**config.mk**
```make
export PLATFORM = sky130hd
export DESIGN_NAME = accumulate
export DESIGN_NICKNAME = d
export VERILOG_FILES = /design/src/rtl/accumulate_pkg.sv /design/src/rtl/saturate.sv /design/src/rtl/accumulate.sv
export SDC_FILE = /design/constraint.sdc
export NUM_CORES = 1
export LEC_CHECK = 0
export BUFFER_PORTS_ARGS = -buffer_cell sky130_fd_sc_hd__buf_4
export CORE_MARGIN = 8
export CORE_UTILIZATION = 45
export CTS_BUF_LIST = sky130_fd_sc_hd__clkbuf_8
export CTS_CLUSTER_DIAMETER = 80
export DETAILED_ROUTE_END_ITERATION = 6
export PLACE_DENSITY = 0.66
export SYNTH_ARGS = -nofsm -noshare
export SYNTH_HDL_FRONTEND = slang
export SYNTH_SLANG_ARGS = --single-unit
```
**constraint.sdc**
```tcl
create_clock -name clk -period 9.7 [get_ports clk]
set_input_delay 1.455 -clock clk [delete_from_list [all_inputs] [get_ports clk]]
set_output_delay 1.455 -clock clk [all_outputs]
set_load 0.05 [all_outputs]
```
**src/rtl/accumulate_pkg.sv**
```systemverilog
// Width helpers shared by the accumulation stage.
package accumulate_pkg;

   // Accumulator width: wide enough that N full-scale products cannot overflow.
   function automatic int acc_width(input int argw, input int n);
      return (n > 1) ? argw + $clog2(n) : argw + 1;
   endfunction

   function automatic int cnt_width(input int n);
      return (n > 1) ? $clog2(n) : 1;
   endfunction

endpackage

```
**src/rtl/saturate.sv**
```systemverilog
// Combinational signed clamp from INW bits down to OUTW bits (INW >= OUTW).
module saturate #(
   parameter int INW  = 34,
   parameter int OUTW = 16
) (
   input  logic signed [INW-1:0]  din,
   output logic signed [OUTW-1:0] dout
);

   // In range iff every bit above the output sign bit matches the input sign.
   always_comb begin
      dout = din[OUTW-1:0];
      if (din[INW-1:OUTW-1] != {(INW-OUTW+1){din[INW-1]}})
         dout = din[INW-1] ? {1'b1, {(OUTW-1){1'b0}}} : {1'b0, {(OUTW-1){1'b1}}};
   end

endmodule

```
**src/rtl/accumulate.sv**
```systemverilog
// Sums groups of N signed products, rescales by SHIFT and saturates into a
// registered strobe/ready result port.
module accumulate
   import accumulate_pkg::*;
#(
   parameter int ARGW  = 32,
   parameter int N     = 4,
   parameter int SHIFT = 8,
   parameter int RESW  = 16
) (
   input  logic            clk,
   input  logic            rst,
   input  logic            arg_stb,
   input  logic [ARGW-1:0] arg_dat,
   output logic            arg_rdy,
   output logic            res_stb,
   output logic [RESW-1:0] res_dat,
   input  logic            res_rdy
);

   localparam int ACCW = acc_width(ARGW, N);
   localparam int CNTW = cnt_width(N);

   logic signed [ACCW-1:0] acc;
   logic signed [ACCW-1:0] sum;
   logic signed [ACCW-1:0] shifted;
   logic signed [RESW-1:0] sat_out;
   logic [CNTW-1:0]        cnt;
   logic                   arg_ack;
   logic                   last;

   assign arg_rdy = ~res_stb | res_rdy;
   assign arg_ack = arg_stb & arg_rdy;
   assign last    = (cnt == CNTW'(N-1));
   assign sum     = acc + {{(ACCW-ARGW){arg_dat[ARGW-1]}}, arg_dat};
   assign shifted = sum >>> SHIFT;

   saturate #(.INW(ACCW), .OUTW(RESW)) u_sat (
      .din  (shifted),
      .dout (sat_out)
   );

   always_ff @(posedge clk) begin
      if (rst) begin
         acc     <= '0;
         cnt     <= '0;
         res_stb <= 1'b0;
         res_dat <= '0;
      end else begin
         if (res_stb && res_rdy)
            res_stb <= 1'b0;
         // A last term landing on the ack cycle reloads with no bubble.
         if (arg_ack) begin
            if (last) begin
               res_dat <= sat_out;
               res_stb <= 1'b1;
               acc     <= '0;
               cnt     <= '0;
            end else begin
               acc <= sum;
               cnt <= cnt + CNTW'(1);
            end
         end
      end
   end

endmodule

```
==> metrics.txt, run 1 <==
clk slew on worst S/H paths=0.10 ns; Antenna Nets Post-Route=0; total power=748.4 µW; YS warnings=0; global-route wire length before repair=18.04 mm; Critical Path End Type=flop; Syn Nets=559; Clock Path Buffers=2; sum of negative setup slack=0 ns; EDFF count, synth=0; CTS resizes=0; WP data required=9.96 ns; Hold Buf Count CTS=0; DRC viols=0; TritonCTS clock tree=built; post-placement cell count=626; PortBufs=53; Hold Path Class=flop to flop; largest net degree at the start of global routing=41; # setup viols final=0; grt ovf=0; final hold slack=0.4642 ns; hpwl dp=8.080 mm; WL per Instance=17.06 µm; reg-to-reg critical path startpoint=acc[0]; CP arrival=4.97 ns; most frequent cells in the layout=nor2_1, buf_4, dfxtp_1; fin crit share=48.47%; Layout Cells excl Fill=634; DR iter-0 viols=155; Post CTS Setup Buffer Count=0; Synth Instances=488; clock root buffer=clkbuf_8; Boundary Pins=54; ys flop type=dfxtp_1; pwr/cell area=166.2 nW/µm²; clk sink count=53; Pleak=1.946 nW; asr flop ratio synth=0%; Seq cells post-synth=53; Fin. Hold Viols=0; die width=109.9 µm; routed vias/inst=5.998; initial antenna violation count=0; WL final=10.81 mm; CP startpoint kind=primary input; Worst Skew=0.004265 ns; vias in the first global route=3760; layout cells sized above 1=15.97%; post-place instance area=4385 µm²; synthesis-to-finish area growth=13.54%; Reg2Reg Depth=13; synthesized cell area=3965 µm²; max-cap viol count=0; CP max FO=15; Die Ht=109.9 µm; clock latency on the worst-skew pair=0.32 ns; Avg Synthesized Cell Area=8.125 µm²; n_diodes=0; CP Class=primary input to flop; RSZ-0062 raised after global routing=no; Initial Util=45.91%; sequential fraction of the synthesis area=26.76%; die area=12070 µm²; via count=3803; VDD IR max=0.07113 mV; r2r setup slk=5.85 ns; Cell variety after synth=69; RePlAce Congestion=0.9159; Num CTS Buffers=5; worst slew pin tran=1.099 ns; fin nets=596; status=finished, final reports clean; post-route cell area=4502 µm²; hold path startpoint=cnt[1]; CORE AREA=8636 µm²; Critical R2R Capture=res_dat[2]; H-tree levels=2; most common cell after layout, fill and taps aside=nor2_1; maximum clock frequency=0.2127 GHz; GRT Total Usage=18.39%; post-route minimum period=4.702 ns; fin. max-slew vios=0; Rel. slew slack=26.51%; Rows=34; worst hold path depth=2; Worst Hold Endpoint=cnt[1]; drt pass-1 iters=5
## final cells by class
cell class | instances | area (µm²)
well taps | 108 | 135.1
flip-flops and latches | 53 | 1061
clock inverters | 2 | 33.78
fillers | 837 | 4134
inverters | 12 | 45.04
repair buffers | 56 | 420.4
multi-input cells | 397 | 2724
clock buffers | 6 | 82.58
## stage by stage
stage               util (%)  worst slack, ns
CTS                    52.13            5.085
detailed placement     50.78            4.752
finish                 52.13            4.998
global route           52.13            4.759
floorplan                  -            5.496
global placement       50.78            4.882
## per-layer routing
metal  wire (µm)  GRT usage, %  vias up
met5           0             0        -
met4         162         5.593        0
met3         607         2.931       14
met2        4799         29.28       99
met1        5244         24.84     1805
li1            -             -     1885
## sequential cells by signal, indices dropped and copies added, names as in the netlist
signal / cells
res_dat: 16
cnt: 2
res_stb: 1
acc: 34
## synthesized netlist by cell type (2+ instances only)
library cell | number | area share, %
a211oi_1 | 2 | 0.38
a211oi_2 | 2 | 0.63
a21o_1 | 7 | 1.3
a21oi_1 | 42 | 5.3
a21oi_2 | 3 | 0.66
a221o_1 | 15 | 3.8
a22oi_1 | 22 | 4.2
a2bb2oi_1 | 5 | 1.1
a31oi_1 | 2 | 0.32
a32oi_1 | 2 | 0.44
and2_1 | 3 | 0.47
and3_1 | 2 | 0.32
buf_2 | 11 | 1.4
buf_4 | 3 | 0.57
clkbuf_1 | 9 | 0.85
dfxtp_1 | 53 | 27
ha_1 | 34 | 11
inv_1 | 12 | 1.1
mux2i_1 | 4 | 1.0
nand2_1 | 42 | 4.0
nand2b_1 | 6 | 0.95
nand3_1 | 10 | 1.3
nand4_1 | 9 | 1.4
nor2_1 | 62 | 5.9
nor2b_1 | 2 | 0.32
nor3_1 | 12 | 1.5
nor3b_1 | 3 | 0.57
nor4_1 | 3 | 0.47
o211a_1 | 2 | 0.50
o211ai_1 | 6 | 1.1
o211ai_2 | 2 | 0.63
o21a_1 | 5 | 0.95
o21ai_0 | 16 | 2.0
o21ai_1 | 9 | 1.1
o21bai_1 | 4 | 0.76
o221ai_1 | 2 | 0.44
or3_1 | 4 | 0.63
xnor2_1 | 15 | 3.3
xor2_1 | 11 | 2.4
## power by group
group / total, mW / internal (mW) / switching (mW)
Sequential: 0.251 / 0.239 / 0.0124
Clock: 0.161 / 0.0833 / 0.0778
Combinational: 0.336 / 0.136 / 0.200
## kinds of logic after synthesis
family | count (synthesis) | share of synthesized area [%]
flops | 53 | 26.76
mux | 4 | 1.010
xor+xnor | 27 | 6.154
fa+ha+maj | 35 | 11.23
buf+inv | 38 | 4.544
simple gates | 167 | 19.82
compound gates | 164 | 30.48
## worst max-delay path: stages
cell	delay, ns
buf_4	0.08
ha_1	0.20
inv_1	0.07
fa_1	0.39
nand2b_1	0.19
a21oi_2	0.17
o21a_1	0.20
o21ai_2	0.09
a21boi_1	0.30
o41ai_2	0.15
nor4_1	0.30
nand4_1	0.18
o41ai_4	0.91
a221o_1	0.29
## worst max-delay path by stage
stage               startpoint     endpoint  slack [ns]  cells after the start
floorplan           arg_dat[0]  res_dat[12]        5.50                     14
global placement    arg_dat[0]   res_dat[1]        4.88                     14
detailed placement  arg_dat[0]   res_dat[6]        4.75                     14
CTS                 arg_dat[0]   res_dat[6]        5.09                     14
global route        arg_dat[0]   res_dat[1]        4.76                     14
finish              arg_dat[0]   res_dat[2]        5.00                     14
(Power assumes the default switching activity.)
==> run 2, diff against run 1 <==
Clock period 9.7 ns to 4.65 ns, I/O delays scaled along.
==> run 2 against run 1 <==
Against the previous run: final cell count grew 0.32%; global-route usage decreased by 0.60 points; sequential power up 110%; die area unchanged; sequential cell count unchanged; worst setup slack got worse by 4.1 ns; sequential share of layout area is 0.059 points lower; count of clock-buffer cells in the layout shrank 1; highest routed layer unchanged.
==> metrics.txt, run 2 (same netlist as run 1, synthesis figures left out) <==
Hold Buf Count CTS=0 (unchanged); Biggest register=acc (unchanged); die area=12070 µm² (unchanged); layout cells sized above 1=16.48% (was 15.97%); Place WS=0.5715 ns (was 4.752 ns); CP arrival=3.91 ns (was 4.97 ns); synthesis-to-finish area growth=13.82% (was 13.54%); delay-heaviest family, CP=compound AO/OA/AOI/OAI gates (unchanged); grt ovf=0 (unchanged); drt pass-1 iters=4 (was 5); CP Class=primary input to flop (unchanged); Initial Util=45.91% (unchanged); Worst Skew=0.01353 ns (was 0.004265 ns); biggest regs=acc x34, res_dat x16, cnt x2 (unchanged); post-route cell area=4513 µm² (was 4502 µm²); die width=109.9 µm (unchanged); hpwl dp=8.072 mm (was 8.080 mm); WL final=10.45 mm (was 10.81 mm); Die Ht=109.9 µm (unchanged); # setup viols final=0 (unchanged); reg-to-reg critical path startpoint=acc[0] (unchanged); WP data required=4.85 ns (was 9.96 ns); Rows=34 (unchanged); fin. max-slew vios=0 (unchanged); CP startpoint kind=primary input (unchanged); CORE AREA=8636 µm² (unchanged); Worst path slowest cell=a41oi_2 (was o41ai_4); Rel. slew slack=45.64% (was 26.51%); clock root buffer=clkbuf_8 (unchanged); fin nets=598 (was 596); Reg2Reg Depth=13 (unchanged); RSZ-0062 raised after global routing=no (unchanged); post-place instance area=4400 µm² (was 4385 µm²); Num CTS Buffers=5 (unchanged); max reg flops=34 (unchanged); global-route wire length before repair=17.39 mm (was 18.04 mm); routed vias/inst=5.887 (was 5.998); Boundary Pins=54 (unchanged); max-cap viol count=0 (unchanged); Critical R2R Capture=res_dat[0] (was res_dat[2]); hold path startpoint=acc[26] (was cnt[1]); delay of the slowest cell on the worst path=0.45 ns (was 0.91 ns); RePlAce Congestion=0.9038 (was 0.9159); via count=3744 (was 3803); vias in the first global route=3673 (was 3760); Hold Path Class=flop to flop (unchanged); Critical Path End Type=flop (unchanged); Buffers & Inverters on Critical Path=2 (unchanged); initial antenna violation count=0 (unchanged); clk slew on worst S/H paths=0.11 ns (was 0.10 ns); Clock Path Buffers=2 (unchanged); crit-path cells=buf_4 -> ha_1 -> inv_1 -> fa_1 -> nand2b_1 -> a21oi_2 -> o21a_1 -> o21ai_2 -> a21boi_1 -> a41o_1 -> o211ai_1 -> nor4_2 -> a41oi_2 -> a221o_1 (was buf_4 -> ha_1 -> inv_1 -> fa_1 -> nand2b_1 -> a21oi_2 -> o21a_1 -> o21ai_2 -> a21boi_1 -> o41ai_2 -> nor4_1 -> nand4_1 -> o41ai_4 -> a221o_1); DR iter-0 viols=149 (was 155); maximum clock frequency=0.2698 GHz; most common cell after layout, fill and taps aside=nor2_1 (unchanged); n_diodes=0 (unchanged); fin crit share=79.72%; Filler Cells Inserted=833 (was 837); clock latency on the worst-skew pair=0.31 ns (was 0.32 ns); VDD IR max=0.1988 mV (was 0.07113 mV); Post CTS Setup Buffer Count=0 (unchanged); worst slew pin tran=0.8154 ns (was 1.099 ns); GRT Total Usage=17.78% (was 18.39%); sum of negative setup slack=0 ns (unchanged); Worst Hold Endpoint=acc[26] (was cnt[1]); CTS resizes=0 (unchanged); largest net degree at the start of global routing=41 (unchanged); H-tree levels=2 (unchanged); Antenna Nets Post-Route=0 (unchanged); Final WS setup=0.9431 ns (was 4.998 ns); clk sink count=53 (unchanged); Final Util=52.26% (was 52.13%); r2r setup slk=1.06 ns (was 5.85 ns); post-route minimum period=3.707 ns; DRC viols=0 (unchanged); worst hold path depth=2 (unchanged); Fin. Hold Viols=0 (unchanged); CP max FO=15 (unchanged); status=finished, final reports clean (unchanged); Pleak=1.952 nW (was 1.946 nW); PortBufs=53 (unchanged); TritonCTS clock tree=built (unchanged); most frequent cells in the layout=nor2_1, buf_4, dfxtp_1 (unchanged); pwr/cell area=342.3 nW/µm² (was 166.2 nW/µm²); WL per Instance=16.43 µm (was 17.06 µm)
-- run 2: changes by cell type in the layout (fill, tap and decap cells not counted) --
cell      delta
buf_4        +2
clkbuf_8     -1
clkinv_2     +1
inv_1        -1
inv_6        +1
-- run 2: final cells by class --
cell class / instances / area (µm²) / share of cell area (%)
multi-input cells: 397 / 2724 / 60.35
inverters: 12 / 45.04 / 0.9981
clock buffers: 5 / 68.82 / 1.525
clock inverters: 3 / 43.79 / 0.9703
flip-flops and latches: 53 / 1061 / 23.51
well taps: 108 / 135.1 / 2.994
repair buffers: 58 / 435.4 / 9.648
-- run 2: how the worst max path moves through the flow --
stage	from	to	slack, ns	cells past startpoint
floorplan	arg_dat[0]	res_dat[12]	1.20	14
global placement	arg_dat[0]	res_dat[3]	0.74	14
detailed placement	arg_dat[0]	res_dat[0]	0.57	14
CTS	arg_dat[0]	res_dat[0]	0.95	14
global route	arg_dat[0]	res_dat[0]	0.64	14
finish	arg_dat[0]	res_dat[0]	0.94	14
-- run 2: where the power goes --
| group | internal, mW | leakage [nW] | switching (mW) |
|---|---|---|---|
| Clock | 0.162 | 0.0585 | 0.162 |
| Sequential | 0.498 | 0.434 | 0.0252 |
| Combinational | 0.286 | 1.46 | 0.411 |
| Total | 0.946 | 1.95 | 0.599 |
-- run 2: worst register-to-register path: stages (launching register included) --
cell,delay (ns)
dfxtp_1,0.34
ha_1,0.20
inv_1,0.07
fa_1,0.39
nand2b_1,0.19
a21oi_2,0.19
o21a_1,0.19
o21ai_2,0.09
a21boi_1,0.31
a41o_1,0.26
o211ai_1,0.12
nor4_2,0.26
a41oi_2,0.45
a221o_1,0.44
-- run 2: metrics by stage --
stage,hold slack (ns),power (mW),cells
5_1_grt,0.4851,1.655,636
2_1_floorplan,0.4356,1.072,488
6_report,0.4643,1.545,636
3_5_place_dp,0.4522,1.223,628
4_1_cts,0.4682,1.557,636
3_3_place_gp,0.4473,1.219,628
-- run 2: routing by layer --
metal,vias up,routed length [µm],track usage [%]
met4,0,103,3.375
met1,1757,4991,23.25
li1,1893,-,-
met5,-,0,0
met3,10,550,3.576
met2,84,4803,29.62
==> run 3, diff against run 2 <==
Clock period 4.65 ns to 3.6 ns, I/O delays scaled along.
==> run 3 against run 2 <==
Against the previous run: worst hold slack is essentially flat; die area is the same; cell area grew 2.1%; clock power grew 35%; sequential cell count is the same; sequential power grew 29%; largest power group unchanged.
==> metrics.txt, run 3 (same netlist as run 1, synthesis figures left out) <==
max reg flops=34 (unchanged); PortBufs=53 (unchanged); Die Ht=109.9 µm (unchanged); reg-to-reg critical path startpoint=acc[0] (unchanged); drt pass-1 iters=5 (was 4); layout cells sized above 1=18.03% (was 16.48%); clock root buffer=clkbuf_8 (unchanged); most common cell after layout, fill and taps aside=buf_4 (was nor2_1); CP endpoint=res_dat[6] (was res_dat[0]); fin crit share=91.52%; RSZ-0062 raised after global routing=no (unchanged); n_diodes=0 (unchanged); TritonCTS clock tree=built (unchanged); Storage cell area=1061 µm² (unchanged); Antenna Nets Post-Route=0 (unchanged); sum of negative setup slack=0 ns (unchanged); CP Class=flop to flop (was primary input to flop); Pleak=2.003 nW (was 1.952 nW); Layout Cells excl Fill=646 (was 636); routed vias/inst=5.957 (was 5.887); Critical Path End Type=flop (unchanged); WP data required=3.81 ns (was 4.85 ns); final hold slack=0.4644 ns (was 0.4643 ns); status=finished, final reports clean (unchanged); Post CTS Setup Buffer Count=0 (unchanged); area of the multi-input gates=2724 µm² (unchanged); CORE AREA=8636 µm² (unchanged); clock latency on the worst-skew pair=0.31 ns (about the same); pwr/cell area=447.2 nW/µm² (was 342.3 nW/µm²); Reg2Reg Depth=14 (was 13); grt ovf=0 (unchanged); Boundary Pins=54 (unchanged); post-route minimum period=3.295 ns; CP arrival=3.50 ns (was 3.91 ns); die width=109.9 µm (unchanged); biggest regs=acc x34, res_dat x16, cnt x2 (unchanged); Hold Buf Count CTS=0 (unchanged); # setup viols final=0 (unchanged); CP max FO=15 (unchanged); H-tree levels=2 (unchanged); Place WS=0.03020 ns (was 0.5715 ns); Num CTS Buffers=5 (unchanged); WL per Instance=17.18 µm (was 16.43 µm); Initial Util=45.91% (unchanged); CP startpoint kind=flop (was primary input); most frequent cells in the layout=buf_4, nor2_1, dfxtp_1 (was nor2_1, buf_4, dfxtp_1); DR iter-0 viols=186 (was 149); clk sink count=53 (unchanged); Hold Path Class=flop to flop (unchanged); total power=2.061 mW (was 1.545 mW); fin nets=608 (was 598); CP startpoint=acc[0] (was arg_dat[0]); initial antenna violation count=0 (unchanged); Rows=34 (unchanged); post-placement cell count=638 (was 628); worst slew pin tran=0.9944 ns (was 0.8154 ns); die area=12070 µm² (unchanged); max-cap viol count=0 (unchanged); vias in the first global route=3736 (was 3673); clk slew on worst S/H paths=0.11 ns (about the same); largest net degree at the start of global routing=41 (unchanged); RePlAce Congestion=0.8993 (was 0.9038); post-route cell area=4608 µm² (was 4513 µm²); Critical R2R Capture=res_dat[6] (was res_dat[0]); Filler Cells Inserted=846 (was 833); fin. max-slew vios=0 (unchanged); Rel. slew slack=33.46% (was 45.64%); Biggest register=acc (unchanged); Clock Path Buffers=2 (unchanged); VDD IR max=0.2308 mV (was 0.1988 mV); synthesis-to-finish area growth=16.22% (was 13.82%); GRT Total Usage=18.32% (was 17.78%); global-route wire length before repair=18.08 mm (was 17.39 mm); hpwl dp=8.429 mm (was 8.072 mm); WL final=11.10 mm (was 10.45 mm); Final WS setup=0.3053 ns (was 0.9431 ns); maximum clock frequency=0.3035 GHz; Worst Skew=0.01045 ns (was 0.01353 ns); post-place instance area=4488 µm² (was 4400 µm²); CTS resizes=0 (unchanged); Fin. Hold Viols=0 (unchanged); Final Util=53.36% (was 52.26%); r2r setup slk=0.31 ns (was 1.06 ns); DRC viols=0 (unchanged); via count=3848 (was 3744)
## run 3: report_power, final
part / leakage [nW] / internal, mW / switching (mW)
Clock: 0.0574 / 0.227 / 0.212
Combinational: 1.51 / 0.392 / 0.553
Sequential: 0.434 / 0.644 / 0.0330
Total: 2.00 / 1.26 / 0.798
## run 3: final cells by class
| class | count | share of cell area, % |
|---|---|---|
| clock buffers | 6 | 1.792 |
| clock inverters | 2 | 0.8146 |
| inverters | 12 | 0.9775 |
| multi-input cells | 397 | 59.11 |
| flip-flops and latches | 53 | 23.02 |
| well taps | 108 | 2.932 |
| repair buffers | 68 | 11.35 |
## run 3: worst min path at each step
stage / slack, ns / depth (start not counted) / from / endpoint
final: 0.46 / 2 / cnt[1] / cnt[1]
after global placement: 0.45 / 2 / acc[26] / acc[26]
after CTS: 0.47 / 2 / cnt[1] / cnt[1]
after floorplan: 0.44 / 2 / acc[26] / acc[26]
after detailed placement: 0.45 / 2 / cnt[1] / cnt[1]
after global routing: 0.49 / 2 / cnt[1] / cnt[1]
## run 3: per-layer routing
metal / wire (µm) / track usage, %
met1: 5116 / 22.90
met3: 732 / 3.986
met5: 0 / 0
met4: 157 / 4.532
met2: 5091 / 31.12
## run 3: critical path, stage by stage, from the launching register on
cell	delay, ns
dfxtp_1	0.35
ha_1	0.16
inv_1	0.05
fa_1	0.39
nand2b_1	0.19
a21oi_2	0.18
o21a_1	0.19
o21ai_2	0.09
a21boi_1	0.28
a41o_1	0.26
o211ai_1	0.13
nor4_2	0.27
a41oi_2	0.19
buf_12	0.19
a221o_1	0.26
